<file path="config.mk">
export PLATFORM = sky130hd
export DESIGN_NAME = pixel_packer
export DESIGN_NICKNAME = d
export VERILOG_FILES = /design/src/rtl/pixel_packer.sv
export SDC_FILE = /design/constraint.sdc
export NUM_CORES = 1
export LEC_CHECK = 0
export ABC_AREA = 0
export CORE_UTILIZATION = 37
export DETAILED_ROUTE_END_ITERATION = 8
export DONT_BUFFER_PORTS = 1
export HOLD_SLACK_MARGIN = 0.08
export SLEW_MARGIN = 0
export SYNTH_ARGS = -nofsm -noshare
export SYNTH_HDL_FRONTEND = slang
export SYNTH_SLANG_ARGS = --single-unit
</file>
<file path="constraint.sdc">
create_clock -name clk -period 2.5 [get_ports clk]
set_clock_uncertainty 0.15 [all_clocks]
set_input_delay 0.25 -clock clk [delete_from_list [all_inputs] [get_ports clk]]
set_output_delay 0.25 -clock clk [all_outputs]
set_load 0.005 [all_outputs]
</file>
<file path="src/rtl/pixel_packer.sv">
// Streaming pixel packer: gathers PIX_PER_WORD pixels into one output word over
// valid/ready handshakes, with early flush on in_last and selectable lane order.
module pixel_packer #(
    parameter int PIX_W        = 8,
    parameter int PIX_PER_WORD = 4
) (
    input  logic                                  clk,
    input  logic                                  rst_n,
    input  logic [PIX_W-1:0]                      in_pixel,
    input  logic                                  in_valid,
    output logic                                  in_ready,
    input  logic                                  in_last,
    input  logic                                  msb_first,
    output logic [PIX_W*PIX_PER_WORD-1:0]         out_word,
    output logic                                  out_valid,
    input  logic                                  out_ready,
    output logic [$clog2(PIX_PER_WORD+1)-1:0]     out_count,
    output logic                                  out_last
);

    localparam int WORD_W = PIX_W * PIX_PER_WORD;
    localparam int CNT_W  = $clog2(PIX_PER_WORD + 1);
    localparam int FILL_W = $clog2(PIX_PER_WORD);
    localparam logic [FILL_W-1:0] LAST_FILL = FILL_W'(PIX_PER_WORD - 1);

    // Assembly stage
    logic [WORD_W-1:0] r_asm;
    logic [FILL_W-1:0] r_fill;
    logic              r_order;

    // Output stage
    logic [WORD_W-1:0] r_out_word;
    logic [CNT_W-1:0]  r_out_count;
    logic              r_out_last;
    logic              r_out_valid;

    logic              w_order;
    logic              w_completing;
    logic              w_accept;
    logic              w_load;
    logic [FILL_W-1:0] w_lane;
    logic [WORD_W-1:0] w_merged;

    // The order bit is taken live for the first pixel of a word, latched afterwards.
    assign w_order      = (r_fill == '0) ? msb_first : r_order;
    assign w_lane       = w_order ? (LAST_FILL - r_fill) : r_fill;
    assign w_completing = (r_fill == LAST_FILL) || in_last;

    // Only a word-completing pixel can stall, and only against a full, non-draining output.
    assign in_ready = rst_n && !(w_completing && r_out_valid && !out_ready);
    assign w_accept = in_valid && in_ready;
    assign w_load   = w_accept && w_completing;

    // Unwritten lanes of r_asm are always zero, so the merged word is already padded.
    generate
        for (genvar gi = 0; gi < PIX_PER_WORD; gi++) begin : g_lane
            assign w_merged[gi*PIX_W +: PIX_W] =
                (w_lane == FILL_W'(gi)) ? in_pixel : r_asm[gi*PIX_W +: PIX_W];
        end
    endgenerate

    always_ff @(posedge clk) begin
        if (!rst_n) begin
            r_asm   <= '0;
            r_fill  <= '0;
            r_order <= 1'b0;
        end else if (w_accept) begin
            r_order <= w_order;
            if (w_completing) begin
                r_asm  <= '0;
                r_fill <= '0;
            end else begin
                r_asm  <= w_merged;
                r_fill <= r_fill + FILL_W'(1);
            end
        end
    end

    always_ff @(posedge clk) begin
        if (!rst_n) begin
            r_out_word  <= '0;
            r_out_count <= '0;
            r_out_last  <= 1'b0;
            r_out_valid <= 1'b0;
        end else if (w_load) begin
            r_out_word  <= w_merged;
            r_out_count <= CNT_W'(r_fill) + CNT_W'(1);
            r_out_last  <= in_last;
            r_out_valid <= 1'b1;
        end else if (out_ready) begin
            r_out_valid <= 1'b0;
        end
    end

    assign out_word  = r_out_word;
    assign out_count = r_out_count;
    assign out_last  = r_out_last;
    assign out_valid = r_out_valid;

endmodule

</file>
==> impl_metrics.env <==
export IMPL_r2r_start="r_fill[1]"
export IMPL_yosysWarnings=0
export IMPL_cap_violations=0
export IMPL_ys_flop_type="dfxtp_1"
export IMPL_power_density_nw_per_um2=702.6
export IMPL_crit_arrival_ps=2410
export IMPL_postPlaceCellArea_sq_um=3057
export IMPL_postRouteAntennaNets=0
export IMPL_setup_slack_ps=171.5
export IMPL_globalRouteOverflowTotal=0
export IMPL_cts_reportedPaths_clkPinSlew_ps=80
export IMPL_setup_viol=0
export IMPL_layout_commonest_cell="dfxtp_1"
export IMPL_dp_slack_ps=102.7
export IMPL_syn_instance_count=283
export IMPL_synth_edff_count=0
export IMPL_min_period_ps=2328
export IMPL_grtUsageTotal_pct=20.37
export IMPL_port_buffers=0
export IMPL_antenna_cells=0
export IMPL_first_pass_iters=6
export IMPL_slew_headroom_pct=20.25
export IMPL_gp_congestion=0.7641
export IMPL_initial_utilization_pct=38.98
export IMPL_drc_errors=0
export IMPL_routed_wl_um=7996
export IMPL_syn_cell_area_sq_um=2873
export IMPL_fin_tns_setup_ps=0
export IMPL_final_area_sq_um=3368
export IMPL_yosysUniqueCellTypes=34
export IMPL_avgSynthCellArea_sq_um=10.15
export IMPL_htree_levels=3
export IMPL_worstSetupEndpointType="register"
export IMPL_die_h_um=90.12
export IMPL_ys_seq_area_share_pct=50.17
export IMPL_status="finished, final reports clean"
export IMPL_viasPerCell=5.483
export IMPL_ir_drop_uv=445.4
export IMPL_clock_latency_ps=350
export IMPL_cts_tree="yes"
export IMPL_grt_pass1_vias=2235
export IMPL_async_flop_share_pct=0
export IMPL_dpl_hpwl_um=4946
export IMPL_worstHoldPathType="input pin to register"
export IMPL_syn_num_nets=299
export IMPL_path_class="register to register"
export IMPL_slew_viol_final=0
export IMPL_grt_start_max_net_pins=36
export IMPL_cts_root_buf="clkbuf_8"
export IMPL_core_area_sq_um=7370
export IMPL_power_mw=2.366
export IMPL_report_final_hold_viol_count=0
export IMPL_hold_path_end="out_word[31]"
export IMPL_utilization_pct=45.70
export IMPL_drive_gt1_share_pct=22.04
export IMPL_p_leak_nw=1.251
export IMPL_rsz0062_at_grt="no"
export IMPL_antenna_found_initial=0
export IMPL_nNetsFinal=325
export IMPL_layout_common_cells="72 x dfxtp_1, 32 x nor3_1, 32 x o21ai_0, 32 x a211oi_1, 26 x buf_4"
export IMPL_clock_sinks=72
export IMPL_tightest_slew_ps=1192
export IMPL_avgRoutedWirePerCell_um=19.41
export IMPL_hp_start="in_pixel[7]"
export IMPL_grt_pass1_wl_um=12460
export IMPL_ctsLongestPathBuffers=2
export IMPL_hold_depth=3
export IMPL_die_w_um=90.12
export IMPL_period_share_pct=93.14
export IMPL_dieArea_sq_um=8121
export IMPL_startpoint_type="register"
export IMPL_vias=2259
export IMPL_cts_buffers=9
export IMPL_boundaryPins=52
export IMPL_drt_iter0_drc=140
export IMPL_required_ps=2580
export IMPL_path_max_fanout=25
export IMPL_area_growth_synth_to_final_pct=17.25
export IMPL_fmax_ghz=0.4295
export IMPL_timing_rr_end="out_word[22]"
export IMPL_r2r_cells=6
export IMPL_rows=31
export IMPL_synth_seq_cells=72
export IMPL_rrSetupSlack_ps=170
[routing by layer]
layer	up-vias	GRT usage (%)	share of wire, %
li1	1123	-	-
met1	1052	26.89	46
met2	69	30.79	43
met3	15	5.838	8.2
met4	0	9.140	2.4
met5	-	0	0
[logic make-up (layout without fill, tap and decap cells)]
group	count (synthesis)	count (layout)	synth area share [%]
buffers and inverters	26	56	5.270
muxes	7	7	4.007
adders and majority gates	2	2	0.8709
AOI/OAI and AO/OA	109	109	28.09
DFF	72	72	50.17
and+or+nand+nor	67	67	11.59
[per-stage QoR]
| stage | cells | hold WS (ps) |
|---|---|---|
| 3_3_place_gp | 385 | 233.9 |
| 6_report | 412 | 102.3 |
| 5_1_grt | 412 | 126.2 |
| 4_1_cts | 412 | 91.02 |
| 2_1_floorplan | 283 | 232.6 |
| 3_5_place_dp | 385 | 238.3 |
[how the worst max path moves through the flow]
stage                     cells after the start  slack [ps]      start           end
after global routing                          6          30  r_fill[1]  out_word[22]
after global placement                        6         190  r_fill[0]     r_asm[15]
after floorplan                               6         310  r_fill[0]      r_asm[0]
final                                         6         170  r_fill[1]  out_word[22]
after CTS                                     6          90  r_fill[0]     r_asm[18]
after detailed placement                      6         100  r_fill[0]     r_asm[21]
[report_power, final]
group          internal (mW)  switching (mW)  leakage, nW
sequential              1.19          0.0309        0.585
clock                  0.462           0.441       0.0900
combinational         0.0977           0.145        0.576
total                   1.75           0.618         1.25
[registers in the layout (all words and copies together), names as in the netlist]
signal,flops
out_valid,1
out_count,3
r_fill,2
out_word,32
r_order,1
r_asm,32
out_last,1
[timing repair]
| item | 4_1_cts | 5_1_grt |
|---|---|---|
| resized for setup | 0 | 2 |
| endpoints found under the setup margin | 0 | 16 |
| hold buffers | 12 | 0 |
| endpoints found under the hold margin | 69 | 0 |
| setup buffers | 0 | 0 |
[critical path, cell delays in order (launching register included)]
cell,delay (ps)
dfxtp_1,440
ha_1,230
nor2_2,50
or3b_2,740
buf_4,290
nor3_1,220
a211oi_1,100
[Yosys cell counts, types with 2 or more instances]
library cell   n  area (sq um)
nand3_1        2         10.01
nor2b_1        2         12.51
and2b_1        2         15.01
a22o_1        17         148.9
a211oi_1      32         240.2
nor2_1        13         48.80
buf_2          8         40.04
ha_1           2         25.02
inv_1          3         11.26
o21ai_0       32         160.2
nand2b_1       3         18.77
o22ai_2        4         50.05
mux2i_1        2         20.02
clkbuf_1       8         30.03
buf_6          4         45.04
a22o_2        15         150.1
nand4_1        2         12.51
mux2i_4        3         67.56
a21oi_1        5         25.02
dfxtp_1       72          1441
nand2_1        7         26.28
nor3_1        32         160.2
mux2i_2        2         27.53
[final cells by class]
| class | count | area [sq um] |
|---|---|---|
| multi-input cells | 185 | 1290 |
| clock inverters | 4 | 55.05 |
| fillers | 717 | 4001 |
| clock buffers | 11 | 131.4 |
| repair buffers | 38 | 315.3 |
| well taps | 99 | 123.9 |
| flip-flops and latches | 72 | 1441 |
| inverters | 3 | 11.26 |
No activity file was read; power rests on OpenSTA's default activity.
